`src/rtl/ntt_batch_sched.sv`:
```
// Batch sequencer for one ntt_core: runs host_num_ntt back-to-back transforms over
// ap_ctrl_hs, checks per-stream beat counts and flags faults. Optional: NTT_BATCH_PERF_CNT_EN.
module ntt_batch_sched #(
    parameter int BEATS_PER_NTT = 128,
    parameter int CNT_W         = 16
) (
    input  logic             ap_clk,
    input  logic             ap_rst_n,
    input  logic             host_start,
    input  logic [CNT_W-1:0] host_num_ntt,
    output logic             host_busy,
    output logic             host_done,
    output logic             host_err,
    output logic [CNT_W-1:0] ntt_done_cnt,
    output logic             core_ap_start,
    input  logic             core_ap_done,
    input  logic             core_ap_idle,
    input  logic             core_ap_ready,
    input  logic [3:0]       core_ostreams_write
`ifdef NTT_BATCH_PERF_CNT_EN
    ,
    output logic [31:0]      perf_cycles
`endif
);

    localparam int BW = $clog2(BEATS_PER_NTT + 1);
    localparam logic [BW-1:0] BEATS_FULL = BW'(BEATS_PER_NTT);

    typedef enum logic [2:0] {
        S_IDLE,
        S_LAUNCH,
        S_RUN,
        S_CHECK,
        S_FINISH
    } state_t;

    state_t           state;
    state_t           state_nxt;
    logic [CNT_W-1:0] num_lat;
    logic [BW-1:0]    beat_cnt [4];
    logic             done_pend;
    logic             zero_batch;
    logic             ran_once;
    logic             accept;
    logic             last_ntt;
    logic             count_en;
    logic             beat_over;
    logic             beat_short;
    logic             fault;

    assign accept   = (state == S_IDLE) && host_start;
    assign last_ntt = ((ntt_done_cnt + CNT_W'(1)) == num_lat);
    // Beats are counted in LAUNCH as well so a zero-latency core loses none.
    assign count_en = (state == S_LAUNCH) || (state == S_RUN);

    always_comb begin
        beat_over  = 1'b0;
        beat_short = 1'b0;
        for (int k = 0; k < 4; k++) begin
            if (count_en && core_ostreams_write[k] && (beat_cnt[k] == BEATS_FULL))
                beat_over = 1'b1;
            if (beat_cnt[k] != BEATS_FULL)
                beat_short = 1'b1;
        end
    end

    // A done together with ready is the zero-latency case, not a fault.
    assign fault = beat_over
                 || ((state == S_CHECK) && beat_short)
                 || (core_ap_done && (state == S_IDLE))
                 || (core_ap_done && (state == S_LAUNCH) && !core_ap_ready)
                 || ((state == S_IDLE) && ran_once && !core_ap_idle);

    always_comb begin
        state_nxt = state;
        case (state)
            S_IDLE: begin
                if (host_start)
                    state_nxt = (host_num_ntt == '0) ? S_FINISH : S_LAUNCH;
            end
            S_LAUNCH: begin
                if (core_ap_ready)
                    state_nxt = S_RUN;
            end
            S_RUN: begin
                if (core_ap_done || done_pend)
                    state_nxt = S_CHECK;
            end
            S_CHECK:  state_nxt = last_ntt ? S_FINISH : S_LAUNCH;
            S_FINISH: state_nxt = S_IDLE;
            default:  state_nxt = S_IDLE;
        endcase
    end

    always_ff @(posedge ap_clk) begin
        if (!ap_rst_n)
            state <= S_IDLE;
        else
            state <= state_nxt;
    end

    always_ff @(posedge ap_clk) begin
        if (!ap_rst_n) begin
            core_ap_start <= 1'b0;
            host_busy     <= 1'b0;
            host_done     <= 1'b0;
            host_err      <= 1'b0;
            ntt_done_cnt  <= '0;
            num_lat       <= '0;
            done_pend     <= 1'b0;
            zero_batch    <= 1'b0;
            ran_once      <= 1'b0;
        end else begin
            core_ap_start <= (state_nxt == S_LAUNCH);
            // Normal batches pulse done entering FINISH; an empty batch pulses one cycle later.
            host_done     <= ((state == S_CHECK) && last_ntt) || ((state == S_FINISH) && zero_batch);

            if (accept)
                host_busy <= 1'b1;
            else if (state == S_FINISH)
                host_busy <= 1'b0;

            if (accept)
                host_err <= 1'b0;
            else if (fault)
                host_err <= 1'b1;

            if (accept) begin
                ntt_done_cnt <= '0;
                num_lat      <= host_num_ntt;
                zero_batch   <= (host_num_ntt == '0);
            end else if (state == S_CHECK) begin
                ntt_done_cnt <= ntt_done_cnt + CNT_W'(1);
            end

            if (state == S_LAUNCH)
                done_pend <= core_ap_ready && core_ap_done;
            else if (state == S_CHECK)
                done_pend <= 1'b0;

            if (state == S_FINISH)
                ran_once <= 1'b1;
        end
    end

    always_ff @(posedge ap_clk) begin
        for (int k = 0; k < 4; k++) begin
            if (!ap_rst_n || accept || (state == S_CHECK))
                beat_cnt[k] <= '0;
            else if (count_en && core_ostreams_write[k] && (beat_cnt[k] != BEATS_FULL))
                beat_cnt[k] <= beat_cnt[k] + BW'(1);
        end
    end

`ifdef NTT_BATCH_PERF_CNT_EN
    always_ff @(posedge ap_clk) begin
        if (!ap_rst_n || accept)
            perf_cycles <= '0;
        else if (host_busy && (perf_cycles != '1))
            perf_cycles <= perf_cycles + 32'd1;
    end
`endif

endmodule

```
`config.mk`:
```
export PLATFORM = sky130hd
export DESIGN_NAME = ntt_batch_sched
export DESIGN_NICKNAME = d
export VERILOG_FILES = /design/src/rtl/ntt_batch_sched.sv
export SDC_FILE = /design/constraint.sdc
export NUM_CORES = 1
export LEC_CHECK = 0
export BUFFER_PORTS_ARGS = -buffer_cell sky130_fd_sc_hd__buf_4
export CAP_MARGIN = 20
export CORE_ASPECT_RATIO = 1.75
export CORE_MARGIN = 2
export CORE_UTILIZATION = 40
export CTS_BUF_LIST = sky130_fd_sc_hd__clkbuf_2 sky130_fd_sc_hd__clkbuf_4 sky130_fd_sc_hd__clkbuf_8
export CTS_CLUSTER_DIAMETER = 40
export DETAILED_ROUTE_END_ITERATION = 12
export REMOVE_ABC_BUFFERS = 1
export SLEW_MARGIN = 20
export SYNTH_ARGS = -nofsm -noshare
export SYNTH_HDL_FRONTEND = slang
export SYNTH_SLANG_ARGS = --single-unit
```
`constraint.sdc`:
```
create_clock -name ap_clk -period 4.11 [get_ports ap_clk]
set_clock_uncertainty 0.15 [all_clocks]
set_input_delay 0.822 -clock ap_clk [delete_from_list [all_inputs] [get_ports ap_clk]]
set_output_delay 0.822 -clock ap_clk [all_outputs]
set_load 0.02 [all_outputs]
```
* Word level (Yosys, flattened, before mapping)
Memory sizes are Yosys's and may differ from the RTL's. Index checks and enable logic that the tools add are counted.
Storage, ports and cells: memory bits (writable) 32, latch bits 0, output and inout bits 20, input port bits 26, ROM bits 0, register bits after elaboration 42, memories 1, word-level logic and storage cells 110
Operators by class: muxes and demuxes 36, $add $sub $neg 5, multiply operators 0, reductions and logical operators 39, bitwise logic cells 5, divide/modulo/power cells 0, equal/unequal tests 14, shift operators 0, magnitude comparators 0
Memory list:
- beat_cnt | depth 4, bits a word 8, read ports 4, clocked after memory_dff 0, wr ports 4, RTL line 40 | logic [BW-1:0] beat_cnt [4];
Operators by type and width (number):
- 8-bit by 1-bit adder with 8-bit output, second input constant | 4
- 8-bit equality test, second input constant | 4
- 8-bit 2-to-1 mux | 4
- 8-bit inequality test, second input constant | 4
- 1-bit 2-to-1 mux | 26
- 1-bit logical AND | 22
- 16-bit by 1-bit adder with 16-bit output, second input constant | 1
- 16-bit equality test | 1
- 16-bit zero test | 1
- 3-bit 2-to-1 mux | 5
- 3-bit case mux with 4 select lines | 1
- 1-bit logical OR | 9
- 3-bit by 1-bit equality test with 1-bit output, second input constant | 2
- 3-bit by 2-bit equality test with 1-bit output, second input constant | 2
- 1-bit OR | 4
- 2-bit nonzero test | 2
- 3-bit equality test, second input constant | 1
- 1-bit zero test | 3
- 3-bit zero test | 1
- 2-bit OR reduction | 1
- 1-bit NOT | 1

* Longest topological paths before layout
Gate-level depths: netlist (run 1).
word-level depth 12, mapped depth 8, mapped depth without buffers 8

* Least setup slack after synthesis (run 1)
Ideal clock, no wire load.
kind reg-to-reg, start reg ntt_done_cnt[0], end reg core_ap_start, data required time 3.881 ns, arrival 2.091 ns, slack 1.789 ns, clock period less this slack 2.321 ns, setup time 0.079 ns, stages on the path, launching flop included 9, buffers on the path 0, path through dfxtp_1 > ha_1 > nand3_1 > nor2_4 > nand3_2 > and3_1 > a21o_2 > a31o_1 > a211oi_2
On the way: longest elaborated chain between the ends 5
RTL lines:
- start: declaration | RTL line 14 | output logic [CNT_W-1:0] ntt_done_cnt,
- start signal: assignment | RTL line 133 | ntt_done_cnt <= ntt_done_cnt + CNT_W'(1);
- 16-bit by 1-bit adder with 16-bit output | RTL line 52 | assign last_ntt = ((ntt_done_cnt + CNT_W'(1)) == num_lat);
- 16-bit equality test | RTL line 52
- 3-bit 2-to-1 mux | RTL line 89 | S_CHECK: state_nxt = last_ntt ? S_FINISH : S_LAUNCH;
- 3-bit case mux with 4 select lines | RTL line 76 | case (state)
- 3-bit by 1-bit equality test with 1-bit output | RTL line 114 | core_ap_start <= (state_nxt == S_LAUNCH);
- end signal: assignment | RTL line 114
- end: declaration | RTL line 15 | output logic core_ap_start,
No other way between the ends. A chain may end at the register's enable or synchronous reset.

==> impl_results.md, run 1 <==
- CTS tree: built
- FFs w/ async S/R, synth: 0
- Core Box Area: 9849 um2
- Maximum fanout along the worst path: 21
- Layout cells sized above 1: 0.1446
- Cells after Synth: 452
- Router iterations before antenna repair: 4
- Crit-path cells: nor2_1 > a21oi_1 > o21a_1 > o21ai_0
- Final Hold Vio Count: 0
- WL final: 9622 um
- Hold Crit Class: register to register
- Int Pwr: 0.001319 W
- Synthesis Warnings: 0
- Total congestion overflow: 0
- Dominant synthesized flop cell: dfxtp_1
- Design Area, Final: 4730 um2
- WP data required: 3910 ps
- Crit-path max cell delay: 630 ps
- Cell Area, Placed: about 4500 um2
- Skew-Pair Late Insertion Delay: 360 ps
- Post_cts resized: 0
- CP arrival: 2450 ps
- Max stage delay cell, worst path: o21a_1
- H-tree levels: 3
- Max-slew violation count: 0
- Gr usage total: 0.1845
- Clock buffer depth: 2
- Unrepaired setup endpoints after global routing: false
- Row cnt: 48
- Sequential share of power: 0.493
- Worst VDD drop: roughly 0.17 mV
- Hold path cells: 2
- Tmin final: 2649 ps
- Final net count: 528
- Post-route ant nets: 0
- Layout area overhead: 16.45%
- R2R depth: 4
- Setup TNS: 0 ps
- Synth Register Bits: 74
- Clk slew on worst S/H paths: 90 ps
- Sw Share: 0.2588
- # DRC: 0
- Critical path class: register to register
- Via count: between 3k and 4k
- Hold Buf Count CTS: 0
- Via density: 5.416
- Sw power: 0.0004603 W
- Die area: 11010 um2
- Clk pwr share: 0.393
- DP Wirelength: 7365 um
- Antenna Cells: 0
- Number of global-route vias before repair: ~3.3k
- Largest cells by area after synthesis: edfxtp_1 (24%), dfxtp_1 (21%), xor2_1 (5.6%)
- Root buffer cell: clkbuf_8
- Post-synth EDFFs: 32
- Type of origin of the critical path: register
- Final setup viols: 0
- Clk sinks: 74
- Wire per inst: 15.44 um
- Worst relative slew slack: 0.3128
- Ports: 46
- Detailed Route Iter0 Violations: 184
- Leading area contributor after synthesis: edfxtp_1
- CP Capture Type: register
- Largest net degree at the start of global routing: 25
- Max Cap Violations: 0
- CTS Buf Count: 9
- Sequential fraction of the synthesis area: 0.4436
- Die Width: approximately 80 um
- Fmax: 0.3775 GHz
- Number of port buffers: 45
- Combinational share of power: 0.115
- Initial Util: 0.4123
- Worst-Margin Slew: 1020 ps
- Final Wtd Congestion: 0.8000
- Mapped Area: 4061 um2
- Status: complete, no violations
- Post-synth top area share: 0.2366
- Antenna violations before repair: 0
- PwrDens: 376.1 nW/um2
- Final period util: 0.6446
- Syn_area_per_cell: 8.985 um2
- Post-synthesis cell type count: 59
- Die height: 137.3 um
- Setup repair bufs after CTS: 0
- First-pass GRT wire length: 15640 um
- LEAKAGE: around 1.9 nW
-- path summary, 6_finish.rpt --
kind,slack (ps),endpoint,start
max,1460,beat_cnt[2][0],state[0]
min reg2reg,340,done_pend,done_pend
max reg2reg,1460,beat_cnt[2][0],state[0]
min,340,done_pend,done_pend
-- stage by stage --
| stage | setup slack, ps | cells | total power, W | utilization | hold WS, ps |
|---|---|---|---|---|---|
| 3_5_place_dp | 1190 | 607 | 0.001098 | 0.4552 | 327.4 |
| 2_1_floorplan | 1756 | 437 | 0.001013 | - | 292.9 |
| 5_1_grt | 1196 | 623 | 0.001857 | 0.4802 | 366.3 |
| 4_1_cts | 1422 | 623 | 0.001798 | 0.4802 | 340.8 |
| 6_report | 1461 | 623 | 0.001779 | 0.4802 | 338.3 |
| 3_3_place_gp | 1263 | 607 | 0.001093 | 0.4552 | 325.0 |
-- cells in the final DEF (no fill, tap or decap), types with 2 or more instances in the layout --
master     Yosys  routed
o41ai_1        2       2
and4_4         2       2
nor3_1         6       6
dfxtp_1       42      42
nor2b_1        3       3
nor2_1        54      54
nor4bb_1       2       2
o21ai_0       29      27
and2_1         4       4
nand4_1        7       7
ha_1           9       9
and3_1        16      16
inv_1         19      19
nand2b_1       4       4
edfxtp_1      32      32
o21ai_1        2       4
nand2_1       55      55
nand3_1       32      32
o22a_1         2       2
buf_4          4      45
o31ai_1        3       3
a21oi_1       10      10
xor2_1        26      26
bufinv_16      0       3
xnor2_1       20      20
clkbuf_8       0       9
a211oi_1       2       2
nor4_1         4       4
mux2i_1        2       2
and4_1         3       3
inv_6          0       2
a21boi_0      17      17
-- state kept, by name, summed over array words and instances (netlist names) --
register / count
host_busy: 1
num_lat: 16
host_done: 1
core_ap_start: 1
zero_batch: 1
host_err: 1
ran_once: 1
state: 3
ntt_done_cnt: 16
done_pend: 1
beat_cnt: 32
-- layer usage --
metal | routed length [um] | share of wire | up-vias | GRT usage
li1 | - | - | 1678 | -
met2 | 5347 | 0.56 | 77 | 0.3486
met4 | 221 | 0.023 | 0 | 0.08569
met3 | 437 | 0.045 | 17 | 0.03866
met5 | 0 | 0 | - | 0
met1 | 3614 | 0.38 | 1602 | 0.1886
-- cells in the mapped netlist, types with 2 or more instances --
| cell | instances |
|---|---|
| and4_1 | 3 |
| xor2_1 | 26 |
| o31ai_1 | 3 |
| nand4_1 | 7 |
| edfxtp_1 | 32 |
| inv_1 | 19 |
| mux2i_1 | 2 |
| nor4bb_1 | 2 |
| nor4_1 | 4 |
| a21oi_1 | 10 |
| nand3_1 | 32 |
| o21ai_0 | 29 |
| and2_1 | 4 |
| nand2_1 | 55 |
| dfxtp_1 | 42 |
| nor2_1 | 54 |
| nor3_1 | 6 |
| o22a_1 | 2 |
| xnor2_1 | 20 |
| buf_4 | 4 |
| o41ai_1 | 2 |
| and4_4 | 2 |
| a21boi_0 | 17 |
| nor2b_1 | 3 |
| clkbuf_1 | 10 |
| and3_1 | 16 |
| ha_1 | 9 |
| nand2b_1 | 4 |
| o21ai_1 | 2 |
| a211oi_1 | 2 |
-- worst max-delay path: cells and delay by family (launching register included) --
family / cells / cell delay, ps
AOI/OAI and AO/OA: 3 / 1400
and+or+nand+nor: 1 / 190
DFF: 1 / 490
-- cell families (layout without fill, tap and decap cells) --
kind of cell / Yosys count / after routing / synth area share
fa+ha+maj: 9 / 9 / 0.02773
xor+xnor: 46 / 46 / 0.09920
simple gates: 203 / 203 / 0.2514
mux: 3 / 3 / 0.008625
flops: 74 / 74 / 0.4436
buf+inv: 34 / 80 / 0.03543
compound gates: 83 / 83 / 0.1340
-- power groups by stage --
| stage | Sequential (W) | Clock (W) | Combinational [W] |
|---|---|---|---|
| 6_report | 0.000876 | 0.000698 | 0.000204 |
| 5_1_grt | 0.000882 | 0.000742 | 0.000233 |
| 4_1_cts | 0.000876 | 0.000716 | 0.000206 |
| 3_5_place_dp | 0.000893 | 0 | 0.000205 |
| 3_3_place_gp | 0.000891 | 0 | 0.000203 |
| 2_1_floorplan | 0.000880 | 0 | 0.000133 |
-- layout make-up --
class,count,area (um2)
Timing Repair Buffer,45,337.8
Multi-Input combinational cell,344,2116
Clock inverter,7,122.6
Tap cell,125,156.4
Sequential cell,74,1802
Fill cell,987,5120
Clock buffer,9,123.9
Inverter,19,71.32
Power figures use the tool's default switching activity.
==> run 2: changes to the inputs <==
--- a/config.mk
+++ b/config.mk
@@ -5,6 +5,7 @@
 export SDC_FILE = /design/constraint.sdc
 export NUM_CORES = 1
 export LEC_CHECK = 0
+export ABC_AREA = 1
 export BUFFER_PORTS_ARGS = -buffer_cell sky130_fd_sc_hd__buf_4
 export CAP_MARGIN = 20
 export CORE_ASPECT_RATIO = 1.75
==> constraint.sdc (replaced) <==
create_clock -name ap_clk -period 2.6 [get_ports ap_clk]
set_clock_uncertainty 0.15 [all_clocks]
set_input_delay 0.52 -clock ap_clk [delete_from_list [all_inputs] [get_ports ap_clk]]
set_output_delay 0.52 -clock ap_clk [all_outputs]
set_load 0.02 [all_outputs]
==> run 2 against run 1 <==
Against the previous run:
- sequential power increased by 56%
- global-route usage is 0.98 points higher
- final cell count rose by 19%
- largest cell class unchanged
- highest routed layer unchanged
- critical endpoint is now core_ap_start
- sequential share of layout area fell by 1.6 points
- flip-flop and latch count stayed put
==> impl_results.md, run 2 <==
- Die height: 138.9 um (+1.2%)
- Mapped Area: 4161 um2 (+2.5%)
- Synthesis Warnings: 0 (unchanged)
- Final setup viols: 0 (unchanged)
- Reg2reg setup slack: 240 ps (-1220 ps)
- Max Cap Violations: 0 (unchanged)
- Largest cells by area after synthesis: edfxtp_1 (23%), dfxtp_1 (20%), nand2_1 (10%)
- R2R Path End: core_ap_start
- Post-synthesis cell type count: 36 (-39%)
- CP arrival: 2470 ps (+20 ps)
- Type of origin of the critical path: register
- Number of flip-flops in the largest register: 32 (unchanged)
- Number of port buffers: 45 (unchanged)
- Layout cells sized above 1: 0.1540 (+0.009393)
- # DRC: 0 (unchanged)
- Worst-Margin Slew: 632.4 ps (-387.6 ps)
- Router iterations before antenna repair: 4 (unchanged)
- Post-route ant nets: 0 (unchanged)
- CTS Buf Count: 9 (unchanged)
- Detailed Route Iter0 Violations: 221 (+20%)
- Final Hold Vio Count: 0 (unchanged)
- Clk sinks: 74 (unchanged)
- Total congestion overflow: 0 (unchanged)
- Worst Min Path Start: host_num_ntt[13]
- Layout area overhead: 18.49%
- Final net count: 647 (+23%)
- Ports: 46 (unchanged)
- Sequential fraction of the synthesis area: 0.4330 (-0.01067)
- Final Wtd Congestion: 0.8859 (+11%)
- Syn_area_per_cell: 7.566 um2 (-16%)
- Hold Crit Class: input port to register
- Clk slew on worst S/H paths: 80 ps (about the same)
- FFs w/ async S/R, synth: 0 (unchanged)
- Most common cell in the netlist: nand2_1
- Leading area contributor after synthesis: edfxtp_1
- Final period util: 0.9089 (+0.2643)
- Wire per inst: 14.26 um (-7.7%)
- Maximum fanout along the worst path: 5 (-76%)
- PwrDens: 538.8 nW/um2 (+43%)
- CTS tree: built
- Largest net degree at the start of global routing: 35 (+40%)
- Die Width: 81.11 um (+1.2%)
- Post-synth top area share: 0.2309 (-0.005691)
- Core Box Area: 10180 um2 (+3.3%)
- Via density: 5.181 (-4.3%)
- Worst VDD drop: 0.2635 mV (+57%)
- Critical path class: register to register
- Die area: 11270 um2 (+2.4%)
- Biggest regs: beat_cnt (32), ntt_done_cnt (16), num_lat (16)
- DP Wirelength: 8436 um (+15%)
- Antenna Cells: 0 (unchanged)
- WHS: 234.3 ps (-104.0 ps)
- Post-synth EDFFs: 32 (unchanged)
- Reg-to-Reg Start: ntt_done_cnt[1]
- LEAKAGE: 2.041 nW (+9.4%)
- R2R depth: 17 (+13)
- H-tree levels: 3 (unchanged)
- Endpoint, Worst Hold: num_lat[13]
- Via count: 3855 (+14%)
- CP Capture Type: register
- Commonest cells in the netlist: nand2_1 (112), inv_1 (79), nor2_1 (61)
- Hold path cells: 3 (+1)
- Setup TNS: 0 ps (unchanged)
- Most frequent cells in the layout: nand2_1 (112), inv_1 (79), nor2_1 (61)
- Filler Cell Count: 1035 (+4.9%)
- Unrepaired setup endpoints after global routing: false
- Leading cell type in the layout, fill and taps excluded: nand2_1
- Number of global-route vias before repair: 3620 (+9.4%)
- Row cnt: 49 (+2.1%)
- Hold Buf Count CTS: 0 (unchanged)
- First-pass GRT wire length: 16390 um (+4.9%)
- Worst relative slew slack: 0.5756 (+0.2628)
- Synth Register Bits: 74 (unchanged)
- WL final: 10610 um (+10%)
- Root buffer cell: clkbuf_8
- Gr usage total: 0.1943 (+0.009778)
- Skew-Pair Late Insertion Delay: 360 ps (about the same)
- Max-slew violation count: 0 (unchanged)
- Antenna violations before repair: 0 (unchanged)
- Cells after Synth: 550 (+22%)
- Fmax: 0.4231 GHz (+12%)
- Initial Util: 0.4089 (-0.003447)
- WP data required: 2710 ps (-1200 ps)
- Total power: 0.002657 W (+49%)
- Status: complete, no violations
- Largest register by flop count: beat_cnt
- Clock buffer depth: 2 (unchanged)
- Tmin final: 2363 ps (-286.0 ps)
- Dominant synthesized flop cell: dfxtp_1
==> run 2: changes by cell type after synthesis, moves of 6 or more <==
cell,previous run,this run
xnor2_1,20,3
inv_1,19,79
nand2_1,55,112
a21boi_0,17,0
nor2_1,54,61
nand3_1,32,48
nand4_1,7,20
a21oi_1,10,33
nor3_1,6,12
xor2_1,26,11
and3_1,16,4
o22ai_1,0,15
==> run 2: per-stage QoR <==
stage	util	cell area [um2]	cells	worst slack (ps)
3_5_place_dp	0.4623	4705	725	203.1
4_1_cts	0.4813	4898	741	188.0
2_1_floorplan	-	4133	543	510.7
6_report	0.4845	4931	744	236.7
5_1_grt	0.4845	4931	744	25.06
3_3_place_gp	0.4623	4705	725	306.1
==> run 2: timing repair <==
action / in CTS / in global routing
gates resized for setup: 0 / 1
setup endpoints to repair: 0 / 9
buffers inserted: 0 / 2
==> run 2: power by group <==
part / switching [W] / internal (W) / leakage [nW]
logic: 0.000244 / 0.000144 / 1.25
clock network: 0.000436 / 0.000459 / 0.0910
registers: 0.0000681 / 0.00131 / 0.696
==> run 2: how the worst max path moves through the flow <==
| stage | end | cells past startpoint | from | slack, ps |
|---|---|---|---|---|
| global placement | beat_cnt[0][7] | 7 | state[2] | 310 |
| detailed placement | beat_cnt[0][7] | 7 | state[2] | 200 |
| finish | core_ap_start | 17 | ntt_done_cnt[1] | 240 |
| global route | core_ap_start | 16 | ntt_done_cnt[0] | 30 |
| CTS | beat_cnt[0][2] | 7 | state[2] | 190 |
| floorplan | beat_cnt[0][0] | 6 | host_start | 510 |
==> run 2: cells by family after synthesis <==
family          Yosys count  share of synthesized area
fa+ha+maj                 9                    0.02706
xor+xnor                 15                    0.03488
simple gates            285                     0.3214
mux                       1                   0.002405
buf+inv                  90                    0.08208
flops                    74                     0.4330
compound gates           76                    0.09922
==> run 2: final cells by class <==
class                           count  area, um2  share of cell area
Clock buffer                       10      137.6             0.02791
Clock inverter                      6      56.30             0.01142
Inverter                           83      312.8             0.06344
Multi-Input combinational cell    386       2018              0.4093
Sequential cell                    74       1802              0.3654
Tap cell                          127      158.9             0.03223
Timing Repair Buffer               58      445.4             0.09033
==> run 2: per-layer routing <==
layer,routed length (um),track usage
met4,503,0.1222
met3,402,0.03320
met1,3956,0.1866
met2,5744,0.3628
met5,0,0
==> run 2: critical path, stage by stage, from the launching register on <==
cell and delay [ps]:
dfxtp_1 420, ha_1 230, nand2_1 130, nor2_4 200, buf_12 130, nand2_1 70, nand2_1 90, nand2_1 80
nand2_1 80, nand2_1 50, nor2_1 80, nand3_1 110, nor2_1 120, nand2_1 60, nand2_1 90, nand2_1 60
nand2_1 70, nor2_1 40
==> run 3: changes to the inputs <==
==> constraint.sdc (replaced) <==
create_clock -name ap_clk -period 2 [get_ports ap_clk]
set_clock_uncertainty 0.15 [all_clocks]
set_input_delay 0.4 -clock ap_clk [delete_from_list [all_inputs] [get_ports ap_clk]]
set_output_delay 0.4 -clock ap_clk [all_outputs]
set_load 0.02 [all_outputs]
==> run 3 against run 2 <==
Against the previous run:
- the flow now finishes with violations (negative setup slack)
- largest power group unchanged
- sequential share of layout area down 3.7 points
- flip-flop and latch count unchanged
- power increased by 33%
- via count up 6.3%
- worst hold slack worse by 110 ps
- clock power rose by 31%
- worst setup slack worse by 340 ps
- critical path depth fell by 7
- register-to-register slack got worse by 340 ps
- sequential power is 31% higher
==> impl_results.md, run 3 (synthesized netlist as in run 2, its figures left out) <==
- Status: complete, but fails checks
- Violated checks: negative setup slack
- Largest register by flop count: beat_cnt
- Worst Min Path Start: host_num_ntt[13]
- First-pass GRT wire length: 18490 um (+13%)
- Gr usage total: 0.2154 (+0.02107)
- Clk sinks: 74 (unchanged)
- LEAKAGE: 2.322 nW (+14%)
- Endpoint, Worst Hold: num_lat[13]
- Number of global-route vias before repair: 4032 (+11%)
- Worst relative slew slack: 0.7269 (+0.1513)
- R2R depth: 10 (-7)
- Total power: 0.003531 W (+33%)
- Clock buffer depth: 2 (unchanged)
- WP data required: 2140 ps (-570 ps)
- Final setup viols: 4 (+4)
- Max-slew violation count: 0 (unchanged)
- Leading cell type in the layout, fill and taps excluded: buf_4
- Final period util: 1.053 (+0.1441)
- Via count: 4099 (+6.3%)
- Pre-CTS WS: -183.2 ps (-386.3 ps)
- Largest net degree at the start of global routing: 23 (-34%)
- Die area: 11270 um2 (unchanged)
- Number of flip-flops in the largest register: 32 (unchanged)
- Die Width: 81.11 um (unchanged)
- DP Cell Count: 763 (+5.2%)
- Row cnt: 49 (unchanged)
- Max Cap Violations: 0 (unchanged)
- Fmax: 0.4748 GHz (+12%)
- Wire per inst: 14.83 um (+4.0%)
- Post-route insts no fill: 792 (+6.5%)
- Layout area overhead: 32.74%
- Crit-path cells: ha_4 > nand2_4 > nor2_4 > buf_6 > nand4_1 > nand3_2 > nand4_1 > nor2_1 > nand4_1 > a21oi_1
- Critical path class: register to register
- Core Box Area: 10180 um2 (unchanged)
- Antenna Cells: 0 (unchanged)
- Final net count: 695 (+7.4%)
- Tmin final: 2106 ps (-257.2 ps)
- Maximum fanout along the worst path: 8 (+3)
- CTS tree: built
- Type of origin of the critical path: register
- CP arrival: 2240 ps (-230 ps)
- Setup TNS: -275.9 ps (-275.9 ps)
- Ports: 46 (unchanged)
- DP Wirelength: 8887 um (+5.4%)
- Hold Crit Class: input port to register
- Worst VDD drop: 0.3218 mV (+22%)
- CP Capture Type: register
- Unrepaired setup endpoints after global routing: true
- Crit-path max cell delay: 380 ps (-40 ps)
- Biggest regs: beat_cnt (32), ntt_done_cnt (16), num_lat (16)
- Initial Util: 0.4089 (unchanged)
- H-tree levels: 3 (unchanged)
- Reg-to-Reg Start: ntt_done_cnt[1]
- # DRC: 0 (unchanged)
- Worst-Margin Slew: 408.2 ps (-224.2 ps)
- Most frequent cells in the layout: buf_4 (100), nand2_1 (95), inv_1 (75)
- Via density: 5.176 (-0.11%)
- Number of port buffers: 45 (unchanged)
- Max stage delay cell, worst path: dfxtp_4
- Root buffer cell: clkbuf_8
- R2R Path End: host_done
- Layout cells sized above 1: 0.2857 (+0.1317)
- Final Hold Vio Count: 0 (unchanged)
- Post-route ant nets: 0 (unchanged)
- CTS Buf Count: 9 (unchanged)
- Reg2reg setup slack: -110 ps (-340 ps)
- Hold path cells: 3 (unchanged)
- Total congestion overflow: 0 (unchanged)
- WL final: 11750 um (+11%)
- Setup ws final: -106.1 ps (-342.8 ps)
- Clk slew on worst S/H paths: 80 ps (about the same)
- Antenna violations before repair: 0 (unchanged)
- Skew-Pair Late Insertion Delay: 360 ps (about the same)
- Die height: 138.9 um (unchanged)
- PwrDens: 639.1 nW/um2 (+19%)
- Top cell by count, worst path: nand4_1
- Detailed Route Iter0 Violations: 190 (-14%)
- Final Wtd Congestion: 0.9205 (+3.9%)
- Router iterations before antenna repair: 4 (unchanged)
==> run 3: cell types whose count changed in the layout (fill, tap and decap cells not counted), sizes merged <==
cell	delta
clkinv	+1
buf	+48
clkinvlp	-1
nor2	+1
clkbuf	-1
==> run 3: worst max-delay path, delay by kind of cell (launching register included) <==
kind / cells / cell delay, ps
AOI/OAI and AO/OA: 1 / 190
adders and majority gates: 1 / 170
buffers and inverters: 1 / 140
DFF: 1 / 380
and+or+nand+nor: 7 / 1000
==> run 3: how the worst max path moves through the flow <==
stage / from / slack (ps) / depth (start not counted) / end
floorplan: state[2] / -90 / 7 / beat_cnt[2][0]
CTS: ntt_done_cnt[1] / -60 / 16 / host_done
finish: ntt_done_cnt[1] / -110 / 10 / host_done
global route: ntt_done_cnt[1] / -230 / 15 / core_ap_start
global placement: ntt_done_cnt[2] / -110 / 11 / host_done
detailed placement: ntt_done_cnt[0] / -180 / 13 / core_ap_start
==> run 3: through the flow <==
step	hold slack [ps]	util	area (um2)
6_report	120.1	0.5428	5524
5_1_grt	154.9	0.5428	5524
4_1_cts	114.0	0.5226	5319
3_5_place_dp	299.5	0.4927	5015
3_3_place_gp	296.5	0.4927	5015
2_1_floorplan	286.5	-	4133
==> run 3: repair_timing <==
action / CTS / global route
endpoints found under the setup margin: 4 / 61
buffers inserted: 3 / 9
gates resized for setup: 27 / 37
hold buffers: 0 / 0
endpoints found under the hold margin: 0 / 0
gates cloned: 0 / 1
pin swaps: 11 / 26
==> run 3: report_power, final <==
group	switching, W	internal, W	total (W)
Combinational	0.000343	0.000234	0.000577
Sequential	0.0000942	0.00169	0.00179
Clock	0.000584	0.000582	0.00117
Total	0.00102	0.00251	0.00353
==> run 3: layout make-up <==
type                       count  area (um2)
sequential                    74        1817
tap                          127       158.9
clock inverter                 6       57.56
multi-input combinational    387        2217
inverter                      83       317.8
timing repair buffer         105       824.5
fill                         983        4653
clock buffer                  10       131.4
==> run 3: per-layer routing <==
metal	up-vias	track usage	share of wire
met5	-	0	0
met4	0	0.1454	0.064
met3	45	0.03385	0.034
met2	104	0.3889	0.54
met1	1895	0.2168	0.37
li1	2055	-	-
